===== config.mk =====
export PLATFORM = sky130hd
export DESIGN_NAME = whack_game_ctrl
export DESIGN_NICKNAME = d
export VERILOG_FILES = /design/src/rtl/whack_game_ctrl.sv
export SDC_FILE = /design/constraint.sdc
export NUM_CORES = 1
export LEC_CHECK = 0
export CORE_MARGIN = 3
export CORE_UTILIZATION = 35
export CTS_BUF_LIST = sky130_fd_sc_hd__clkbuf_8
export DETAILED_ROUTE_END_ITERATION = 10
export GPL_TIMING_DRIVEN = 1
export PLACE_DENSITY_LB_ADDON = 0.1
export SYNTH_ARGS = -nofsm -noshare
export SYNTH_HDL_FRONTEND = slang
export SYNTH_SLANG_ARGS = --single-unit

===== constraint.sdc =====
create_clock -name clock_i -period 4.6 [get_ports clock_i]
set_input_delay 1.38 -clock clock_i [delete_from_list [all_inputs] [get_ports clock_i]]
set_output_delay 1.38 -clock clock_i [all_outputs]
set_load 0.05 [all_outputs]

===== src/rtl/whack_game_ctrl.sv =====
// Whack-a-mole game engine: countdown, timed play, LFSR mole placement, whack scoring.
// Define WHACK_PENALTY_EN to make dark-lane whacks during play cost one point.
module whack_game_ctrl #(
  parameter int unsigned NUM_MOLES        = 16,
  parameter int unsigned BASE_TICK_CYCLES = 10_000_000,
  parameter int unsigned COUNT_START      = 3,
  parameter int unsigned GAME_SECONDS     = 30,
  parameter int unsigned SCORE_W          = 14
) (
  input  logic                 clock_i,
  input  logic                 reset_ni,
  input  logic                 start_i,
  input  logic [1:0]           mode_i,
  input  logic [NUM_MOLES-1:0] switches_i,
  output logic [NUM_MOLES-1:0] moles_o,
  output logic [SCORE_W-1:0]   score_o,
  output logic [3:0]           count_o,
  output logic [1:0]           state_o,
  output logic                 hit_o,
  output logic                 miss_o
);

  localparam int unsigned BASE_W    = (BASE_TICK_CYCLES > 1) ? $clog2(BASE_TICK_CYCLES) : 1;
  localparam int unsigned IDX_W     = $clog2(NUM_MOLES);
  localparam int unsigned GAME_W    = $clog2(GAME_SECONDS + 1);
  localparam logic [15:0] LFSR_SEED = 16'hACE1;
  localparam logic [15:0] LFSR_TAPS = 16'hB400;

  typedef enum logic [1:0] {
    IDLE      = 2'b00,
    COUNTDOWN = 2'b01,
    PLAY      = 2'b10,
    DONE      = 2'b11
  } state_t;

  state_t               state_q, state_d;
  logic [NUM_MOLES-1:0] moles_q, moles_d;
  logic [SCORE_W-1:0]   score_q, score_d;
  logic [3:0]           count_q, count_d;
  logic                 hit_q, hit_d, miss_q, miss_d;
  logic [1:0]           mode_q, mode_d;
  logic [IDX_W-1:0]     idx_q, idx_d;
  logic [GAME_W-1:0]    game_q, game_d;

  logic                 start_s1, start_s2, start_q;
  logic [NUM_MOLES-1:0] sw_s1, sw_s2, sw_q;
  logic [15:0]          lfsr_q;
  logic [BASE_W-1:0]    base_cnt_q;
  logic [3:0]           sec_div_q, mole_div_q, mole_period;

  logic                 start_evt, hit, base_tick, sec_tick, mole_tick, entry, expire;
  logic [NUM_MOLES-1:0] whack, new_moles;
  logic [IDX_W-1:0]     cand_idx, new_idx;

  // Two-flop synchronisers plus an edge register on every asynchronous input
  always_ff @(posedge clock_i or negedge reset_ni) begin
    if (!reset_ni) begin
      start_s1 <= 1'b0;
      start_s2 <= 1'b0;
      start_q  <= 1'b0;
      sw_s1    <= '0;
      sw_s2    <= '0;
      sw_q     <= '0;
    end else begin
      start_s1 <= start_i;
      start_s2 <= start_s1;
      start_q  <= start_s2;
      sw_s1    <= switches_i;
      sw_s2    <= sw_s1;
      sw_q     <= sw_s2;
    end
  end

  assign start_evt = start_s2 & ~start_q;
  assign whack     = sw_s2 ^ sw_q;
  assign hit       = (state_q == PLAY) && (|(whack & moles_q));

  always_ff @(posedge clock_i or negedge reset_ni) begin
    if (!reset_ni) lfsr_q <= LFSR_SEED;
    else           lfsr_q <= {1'b0, lfsr_q[15:1]} ^ (lfsr_q[0] ? LFSR_TAPS : 16'h0000);
  end

  always_comb begin
    case (mode_q)
      2'b10:   mole_period = 4'd2;
      2'b11:   mole_period = 4'd1;
      default: mole_period = 4'd10;
    endcase
  end

  assign base_tick = (base_cnt_q == BASE_W'(BASE_TICK_CYCLES - 1));
  assign sec_tick  = base_tick && (sec_div_q == 4'd9);
  assign mole_tick = base_tick && (mole_div_q == (mole_period - 4'd1));
  assign entry     = (state_d != state_q);
  assign expire    = sec_tick && (game_q == GAME_W'(GAME_SECONDS - 1));

  // Tick dividers restart on every state entry so phases line up with the transition
  always_ff @(posedge clock_i or negedge reset_ni) begin
    if (!reset_ni) begin
      base_cnt_q <= '0;
      sec_div_q  <= '0;
      mole_div_q <= '0;
    end else if (entry) begin
      base_cnt_q <= '0;
      sec_div_q  <= '0;
      mole_div_q <= '0;
    end else begin
      base_cnt_q <= base_tick ? '0 : base_cnt_q + BASE_W'(1);
      if (base_tick) begin
        sec_div_q  <= (sec_div_q == 4'd9) ? 4'd0 : sec_div_q + 4'd1;
        mole_div_q <= (mole_div_q == (mole_period - 4'd1)) ? 4'd0 : mole_div_q + 4'd1;
      end
    end
  end

  // Next mole: LFSR mod lanes, bumped by one if it repeats the previous lane
  always_comb begin
    cand_idx  = IDX_W'(32'(lfsr_q) % NUM_MOLES);
    new_idx   = (cand_idx == idx_q) ? IDX_W'((32'(cand_idx) + 32'd1) % NUM_MOLES) : cand_idx;
    new_moles = NUM_MOLES'(1) << new_idx;
  end

`ifdef WHACK_PENALTY_EN
  logic dark_whack;
  assign dark_whack = |(whack & ~(NUM_MOLES'(1) << idx_q));
`endif

  always_comb begin
    state_d = state_q;
    moles_d = moles_q;
    score_d = score_q;
    count_d = count_q;
    hit_d   = 1'b0;
    miss_d  = 1'b0;
    mode_d  = mode_q;
    idx_d   = idx_q;
    game_d  = game_q;
    if (mode_i == 2'b00) begin
      state_d = IDLE;
      moles_d = '0;
      count_d = 4'd0;
    end else begin
      case (state_q)
        IDLE, DONE: begin
          moles_d = '0;
          count_d = 4'd0;
          if (start_evt) begin
            mode_d  = mode_i;
            score_d = '0;
            count_d = 4'(COUNT_START);
            state_d = COUNTDOWN;
          end
        end
        COUNTDOWN: begin
          if (sec_tick) begin
            if (count_q == 4'd1) begin
              state_d = PLAY;
              count_d = 4'd0;
              moles_d = new_moles;
              idx_d   = new_idx;
              game_d  = '0;
            end else begin
              count_d = count_q - 4'd1;
            end
          end
        end
        PLAY: begin
          if (hit) begin
            hit_d   = 1'b1;
            score_d = (score_q == {SCORE_W{1'b1}}) ? score_q : score_q + SCORE_W'(1);
            moles_d = '0;
          end
`ifdef WHACK_PENALTY_EN
          else if (dark_whack && (score_q != '0)) begin
            score_d = score_q - SCORE_W'(1);
          end
`endif
          if (mole_tick && (|moles_q) && !hit) miss_d = 1'b1;
          if (sec_tick && !expire) game_d = game_q + GAME_W'(1);
          if (expire) begin
            state_d = DONE;
            moles_d = '0;
          end else if (mole_tick) begin
            moles_d = new_moles;
            idx_d   = new_idx;
          end
        end
        default: state_d = IDLE;
      endcase
    end
  end

  always_ff @(posedge clock_i or negedge reset_ni) begin
    if (!reset_ni) begin
      state_q <= IDLE;
      moles_q <= '0;
      score_q <= '0;
      count_q <= 4'd0;
      hit_q   <= 1'b0;
      miss_q  <= 1'b0;
      mode_q  <= 2'b00;
      idx_q   <= '0;
      game_q  <= '0;
    end else begin
      state_q <= state_d;
      moles_q <= moles_d;
      score_q <= score_d;
      count_q <= count_d;
      hit_q   <= hit_d;
      miss_q  <= miss_d;
      mode_q  <= mode_d;
      idx_q   <= idx_d;
      game_q  <= game_d;
    end
  end

  assign moles_o = moles_q;
  assign score_o = score_q;
  assign count_o = count_q;
  assign state_o = state_q;
  assign hit_o   = hit_q;
  assign miss_o  = miss_q;

endmodule


# Word-level counts from Yosys, hierarchy flattened
# Index checks and enable logic that the tools add are counted.
op_classes:
  n_reduce_logical: 24
  muxes: 48
  bitwise: 6
  n_addsub: 8
  eq_ne: 24
  shift: 1
op_table:
  columns: ["operator", "count"]
  rows:
  - ["$mux W16", 7]
  - ["$mux W4", 14]
  - ["$mux W24", 2]
  - ["$pmux W16 S3", 1]
  - ["$mux W14", 3]
  - ["$reduce_or A16 Y1", 2]
  - ["$pmux W14 S2", 1]
  - ["$add A24 B1 Y24 const B", 1]
  - ["$eq A24 B24 Y1 const B", 1]
  - ["$pmux W4 S2", 3]
  - ["$and A16 B16 Y16", 1]
  - ["$shl A1 B4 Y16 const A", 1]
  - ["$xor A15 B16 Y16", 1]
  - ["$xor A16 B16 Y16", 1]
  - ["$mux W5", 3]
  - ["$add A14 B1 Y14 const B", 1]
  - ["$eq A14 B14 Y1 const B", 1]
  - ["$ne A2 B2 Y1 const B", 7]
  - ["$add A4 B1 Y4 const B", 3]
  - ["$mux W2", 6]
  - ["$pmux W5 S2", 1]
  - ["$reduce_and A5 Y1", 2]
  - ["$eq A2 B2 Y1 const B", 4]
  - ["$eq A4 B4 Y1", 2]
  - ["other kinds (23)", 42]
word_totals:
  register_bits: 148
  elab_cells: 130
  in_bits: 21
  output_inout_bits: 38

# Logic depth before layout (Yosys ltp)
# Gate-level depths: netlist (run 1).
logic_depth:
  word_depth: 10
  mapped_depth: 9

# Worst setup path before layout (run 1)
# Ideal clock, no wire load.
synth_timing:
  path_type: "input port to flip-flop"
  from: "input mode_i[1]"
  to: "register score_q[1] (netlist: score_o[1])"
  n_path_buf: 2
  arrival_time_ps: 2787
  stages: 7
  slack_ps: 1689
  required_ps: 4476
  setup_time_ps: 124
  path_cell_list: "or2_2 > o21ai_0 > a41o_1 > clkbuf_1 > clkbuf_1 > nor3_1 > a211o_1"
synth_between:
  elab_chain_len: 3
synth_rtl:
  columns: ["item", "line_no", "rtl"]
  rows:
  - ["start: declaration", "13", "input logic [1:0] mode_i,"]
  - ["$logic_not A2 Y1", "138", "if (mode_i == 2'b00) begin"]
  - ["$not A1 Y1 (no source line)", null, null]
  - ["$reduce_and A5 Y1 (no source line)", null, null]
  - ["end signal: assignment", "207", "score_q <= score_d;"]
  - ["end: declaration", "38", "logic [SCORE_W-1:0] score_q, score_d;"]
# No other way between the ends.
# A chain may end at the register's enable or synchronous reset.

# Worst setup path after layout (run 1)
layout_timing:
  from: "register state_q[1] (netlist: state_o[1])"
  to: "output state_o[1]"
layout_rtl:
  columns: ["item", "line_no", "rtl"]
  rows:
  - ["start: declaration", "36", "state_t state_q, state_d;"]
  - ["start signal: assignment", "205", "state_q <= state_d;"]
  - ["end: declaration", "18", "output logic [1:0] state_o,"]
# No word-level cell between the ends.

==> out/results.txt, run 1 <==
Hold Vio Cnt, Final -> 0
largest family of logic cells by synthesized area -> simple AND/OR/NAND/NOR gates
Clock Tree Root -> clkbuf_8
Seq cells post-synth -> 148
1st-iter DRT viols -> 301
TritonCTS clock tree -> yes
largest net degree at the start of global routing -> 92
H-tree depth -> 4
Min Hold Slack -> 353 ps
R2R Setup Slk -> 1560 ps
met1 WL -> 7750 um
worst hold path class -> reg -> reg
Post-DP HPWL -> 10900 um
Post-Syn Instances -> 646
RSZ-0062 raised after global routing -> no
Post-Synth XOR/XNOR Area -> 6.26%
Post-CTS Setup Bufs -> 0
Clock Latency Late Sink -> 460 ps
chip height -> 146 um
pwr/cell area -> 433 mW/mm^2
Simple-Gate Fraction of Synth Area -> 19.4%
maximum root-to-sink buffer count -> 2
core area -> 0.0190 mm^2
Syn. warnings -> 0
initial antenna violation count -> 0
relative slew slack -> 23.5%
Overall Global Routing Usage -> 15.2%
Clock transition at path regs -> 80 ps
Setup Skew -> 11.5 ps
complex-gate fraction of the synthesized area -> 10.8%
Placer Congestion -> 0.796
CP Data Required Time -> 3220 ps
Placement Cell Area -> 0.00771 mm^2
Congestion Overflow GR -> 0
Final setup viols -> 0
crit-path cells -> clkdlybuf4s50_1
metal2 WL -> 6920 um
routed vias -> 5026
WL final -> 15600 um
Synth area leaders -> dfrtp_1 (51%), xnor2_1 (3.8%), dfstp_2 (3.1%)
mux share of post-synthesis cell area -> 3.72%
first-pass GRT wire length -> 26300 um
max-cap viol count -> 0
metal3 WL -> 576 um
Avg Inst Size Synth -> 10.6 um^2
CTS Hold Bufs -> 0
Pre-antenna DRT Iters -> 5
Nets -> 739
setup TNS -> 0 ps
post-route ant nets -> 0
CP Depth -> 1
crit-path leading delay family -> buffers and inverters
critical path type -> reg -> out
Max Fclk -> 310 MHz
post_cts resized -> 0
adder-cell share of the synthesized area -> 2.37%
layout cells sized above 1 -> 8.50%
fin. max-slew vios -> 0
cell taking the most area after synthesis -> dfrtp_1
area delta synth->final -> 18.2%
total I/O pin count -> 59
CP Launch Type -> flop
# rows -> 50
CP arrival -> 1840 ps
R2R depth -> 8
crit end category -> output pin
Synth Cell Area -> 0.00686 mm^2
vias per cell -> 5.14
Die Wd -> 146 um
Tcrit/Tclk final -> 70.0%
Worst VDD drop -> 219 uV
DR top layer -> met4
slowest stage delay, CP -> 870 ps
vias in the first global route -> 5071
CTS buffer count -> 17
WHS Path Cells -> 0
worst slew pin tran -> 1140 ps
CP max-delay cell -> clkdlybuf4s50_1
diode count -> 0
port bufs -> 58
DR WL/cell -> 15.9 um
Tmin final -> 3220 ps
EDFF count, synth -> 0
count of unique library cells instantiated by Yosys -> 70
Crit path buffers/inverters -> 1
ys flop type -> dfrtp_1
Max Fanout on Critical Path -> 8
CTS sink count -> 148
die area -> 0.0213 mm^2
syn nets -> 680
ys async rst share -> 100%
LEAKAGE -> 3.43 nW
post-layout instance area -> 0.00811 mm^2
outcome -> finished clean
Initial Util -> 36.2%
top cell type's share of synthesized area -> 51.1%
Remaining DRCs -> 0
register area share after synthesis -> 54.1%
==> path summary, 6_finish.rpt <==
path / from / endpoint
setup / recovery: state_o[1] / state_o[1]
hold / removal: sw_s1[2] / sw_s2[2]
setup reg to reg: state_o[0] / moles_o[14]
hold reg to reg: sw_s1[2] / sw_s2[2]
max in group asynchronous: reset_ni / miss_o
min in group asynchronous: reset_ni / lfsr_q[4]
==> cells in the final DEF, fill, tap and decap left out, drive strengths merged, types with 15 or more instances in the layout <==
cell type and n:
a21oi 32, clkbuf 17, clkdlybuf4s50 57, dfrtp 140
inv 40, mux2i 21, nand2 55, nand3 22
nor2 56, nor3 18, o21ai 18, or4 15
xnor2 30, xor2 19
==> per-stage QoR <==
step,setup slack [ps],power (mW),utilization (%),instances
after floorplan,1690,2.26,-,646
after global placement,1010,2.51,40.7,946
after detailed placement,980,2.52,40.7,946
after CTS,1350,3.56,42.8,978
after global routing,1110,3.73,42.8,978
final,1380,3.51,42.8,978
==> cells by family (layout without fill, tap and decap cells) <==
logic type               Yosys count  count (layout)
AND/OR/NAND/NOR                  248             248
flip-flops                       148             148
AO/OA/AOI/OAI                    109             109
buffers and inverters             55             127
XOR/XNOR                          49              49
multiplexers                      24              24
adder cells (fa/ha/maj)           13              13
==> flip-flops by register name, indices dropped and copies added, names as in the netlist <==
register / cells
sw_s1: 16
sw_q: 16
mode_q: 2
idx_q: 4
base_cnt_q: 24
miss_o: 1
game_q: 5
hit_o: 1
state_o: 2
count_o: 4
start_s1: 1
lfsr_q: 16
sec_div_q: 4
start_s2: 1
start_q: 1
score_o: 14
sw_s2: 16
mole_div_q: 4
moles_o: 16
==> Yosys cell counts (2+ instances only) <==
cell	number
o2bb2a_1	2
mux2_4	3
or3_1	11
and4_1	6
a211oi_1	3
xor2_1	19
nand3b_1	3
inv_1	31
dfrtp_1	140
a21o_1	3
nor3_1	16
o2111ai_1	2
nor2_1	55
o41ai_1	3
ha_1	13
nand2_1	55
nor4b_1	4
mux2i_1	21
or4_4	2
and3_1	9
or4_1	13
a311oi_1	3
o211ai_1	2
nand4b_1	2
a22o_1	2
clkinv_1	2
nor4_1	11
clkbuf_1	15
o21ai_0	18
o22ai_1	13
nor2b_1	2
nand3_1	22
a21oi_1	31
and3b_1	2
nand4_1	13
xnor2_1	30
nand2b_1	3
a31oi_1	3
buf_2	4
and2_1	9
a41oi_1	2
o31ai_1	8
dfstp_2	8
==> report_power, final <==
part	internal, mW	leakage (nW)	switching (mW)
combinational	0.338	1.32	0.663
clock	0.454	0.205	0.564
sequential	1.39	1.90	0.101
==> final cells by class <==
type	count	area, um^2
Fill cell	1814	10800
Multi-Input combinational cell	443	2920
Timing Repair Buffer	62	624
Clock buffer	17	234
Clock inverter	15	166
Sequential cell	148	3710
Inverter	33	124
Tap cell	260	325
==> routing by layer <==
metal  vias to the layer above  global-route usage [%]
met5                         -                       0
met4                         0                    5.32
met2                       107                    22.5
met3                        23                    3.86
met1                      2460                    21.7
li1                       2436                       -
(Power assumes the default switching activity.)
==> inputs of run 2 (changes only) <==
Clock period 4.6 ns to 2.6 ns, I/O delays scaled along.
==> run 2 against run 1 <==
  * Flip-flop and latch count unchanged
  * Via count up 5.0%
  * Combinational power up 110%
  * Critical path depth up 6
  * Power up 89%
  * Design area up 6.9%
  * Largest cell class unchanged
  * Highest routed layer unchanged
==> out/results.txt, run 2 (synthesized netlist as in run 1, its figures left out) <==
RSZ-0062 raised after global routing -> yes
Final setup viols -> 0 (unchanged)
multi-input logic area -> 0.00295 mm^2 (+0.90%)
CP Launch Type -> flop
layout cells sized above 1 -> 16.4% (+7.9 points)
fillers -> 1775 (-2.1%)
Tmin final -> 2540 ps
CP Data Required Time -> 2960 ps (-260 ps)
initial antenna violation count -> 0 (unchanged)
setup TNS -> 0 ps (unchanged)
most common cell after layout, fill and taps aside -> dfrtp_1
outcome -> finished clean
worst slew pin tran -> 528 ps (-613 ps)
Placement Cell Area -> 0.00816 mm^2 (+5.9%)
fin. max-slew vios -> 0 (unchanged)
die area -> 0.0213 mm^2 (unchanged)
critical path type -> reg -> reg
CP arrival -> 2900 ps (+1060 ps)
largest net degree at the start of global routing -> 52 (-43%)
Setup Skew -> 22.7 ps (+11.1 ps)
vias per cell -> 5.08 (-1.1%)
max-cap viol count -> 0 (unchanged)
crit end category -> flop
Worst VDD drop -> 360 uV (+64%)
R2R Setup Slk -> 60 ps (-1500 ps)
Die Wd -> 146 um (unchanged)
Largest register FFs -> 24 (unchanged)
Clock transition at path regs -> 100 ps (+20 ps)
Final Util -> 45.7% (+2.9 points)
port bufs -> 58 (unchanged)
maximum root-to-sink buffer count -> 2 (unchanged)
routed vias -> 5279 (+5.0%)
area delta synth->final -> 26.4%
Max Fanout on Critical Path -> 4 (-4)
Pre-antenna DRT Iters -> 5 (unchanged)
CTS sink count -> 148 (unchanged)
FF/Latch Area -> 0.00371 mm^2 (about the same)
Worst path most repeated cell -> or4_4
# rows -> 50 (unchanged)
core area -> 0.0190 mm^2 (unchanged)
Post-DP HPWL -> 11800 um (+7.9%)
relative slew slack -> 64.7% (+41 points)
post-route ant nets -> 0 (unchanged)
LEAKAGE -> 3.79 nW (+10%)
Nets -> 800 (+8.3%)
Clock Latency Late Sink -> 480 ps (+20 ps)
worst hold path class -> in -> async
pwr/cell area -> 764 mW/mm^2 (+76%)
first-pass GRT wire length -> 27600 um (+5.2%)
Initial Util -> 36.2% (unchanged)
TritonCTS clock tree -> yes
Max Fclk -> 394 MHz
1st-iter DRT viols -> 369 (+23%)
diode count -> 0 (unchanged)
post-layout instance area -> 0.00867 mm^2 (+6.9%)
Hold Vio Cnt, Final -> 0 (unchanged)
CTS Hold Bufs -> 0 (unchanged)
crit-path cells -> or4_4 -> or4_4 -> nor3_4 -> nor2_2 -> a211oi_4 -> buf_6 -> mux2_4
H-tree depth -> 4 (unchanged)
CP max-delay cell -> or4_4
WL final -> 16400 um (+5.2%)
slowest stage delay, CP -> 550 ps (-320 ps)
setup ws final -> 59.5 ps (-1320 ps)
Overall Global Routing Usage -> 16.0% (+0.83 points)
vias in the first global route -> 5384 (+6.2%)
Congestion Overflow GR -> 0 (unchanged)
CTS buffer count -> 17 (unchanged)
pre-CTS WS -> -182 ps (-1160 ps)
Placer Congestion -> 0.863 (+8.4%)
Biggest register -> base_cnt_q
DR WL/cell -> 15.7 um (-0.99%)
chip height -> 146 um (unchanged)
Tcrit/Tclk final -> 97.7%
Clock Tree Root -> clkbuf_8
Remaining DRCs -> 0 (unchanged)
most frequent cells in the layout -> dfrtp_1 (139), buf_4 (61), nand2_1 (55), nor2_1 (55), clkdlybuf4s50_1 (54)
total I/O pin count -> 59 (unchanged)
==> run 2: cell types whose count changed in the layout (fill, tap and decap cells not counted), moves of 2 or more <==
cell,before,now
buf_4,3,61
clkinv_8,1,8
clkdlybuf4s50_1,57,54
buf_12,1,3
clkinv_4,3,1
dlymetal6s2s_1,0,2
inv_8,5,3
==> run 2: path summary, 6_finish.rpt <==
kind / to / depth (start not counted) / startpoint
max: idx_q[0] / 7 / base_cnt_q[11]
min: lfsr_q[8] / 1 / reset_ni
max reg2reg: idx_q[0] / 7 / base_cnt_q[11]
min reg2reg: sw_s2[8] / 0 / sw_s1[8]
max in group asynchronous: moles_o[4] / 2 / reset_ni
min in group clock_i: sw_s2[8] / 0 / sw_s1[8]
==> run 2: timing repair <==
| item | CTS | global route |
|---|---|---|
| cloned | 0 | 0 |
| endpoints found under the setup margin | 4 | 56 |
| pin swaps | 1 | 2 |
| gates resized for setup | 2 | 8 |
| setup buffers | 0 | 4 |
==> run 2: worst max-delay path: cells and delay by family, from the launching register on <==
kind,cells,cell delay [ps]
muxes,1,290
buffers and inverters,1,150
AOI/OAI and AO/OA,1,180
DFF,1,400
and+or+nand+nor,4,1400
==> run 2: power by group <==
part	leakage (nW)	switching, mW	internal, mW	total [mW]
clock	0.216	1.13	0.758	1.89
sequential	1.90	0.173	2.46	2.63
combinational	1.67	1.26	0.835	2.09
total	3.79	2.57	4.05	6.62
==> run 2: metal layers <==
metal | up-vias | track usage (%) | share of wire (%)
met5 | - | 0 | 0
met4 | 0 | 5.46 | 1.2
met3 | 14 | 3.80 | 4.4
met2 | 110 | 24.9 | 47
met1 | 2592 | 22.1 | 48
li1 | 2563 | - | -
==> run 2: per-stage QoR <==
| step | hold WS [ps] | cells | power, mW |
|---|---|---|---|
| after global placement | 333 | 1003 | 4.72 |
| final | 236 | 1039 | 6.62 |
| after global routing | 247 | 1039 | 7.04 |
| after CTS | 228 | 1035 | 6.68 |
| after detailed placement | 335 | 1003 | 4.76 |
| after floorplan | 331 | 646 | 4.00 |
==> run 2: cell type report <==
type / instances / area share [%]
timing repair buffer: 123 / 12.9
clock buffer: 17 / 2.70
clock inverter: 15 / 2.38
inverter: 33 / 1.43
multi-input combinational: 443 / 34.0
sequential: 148 / 42.9
tap: 260 / 3.75
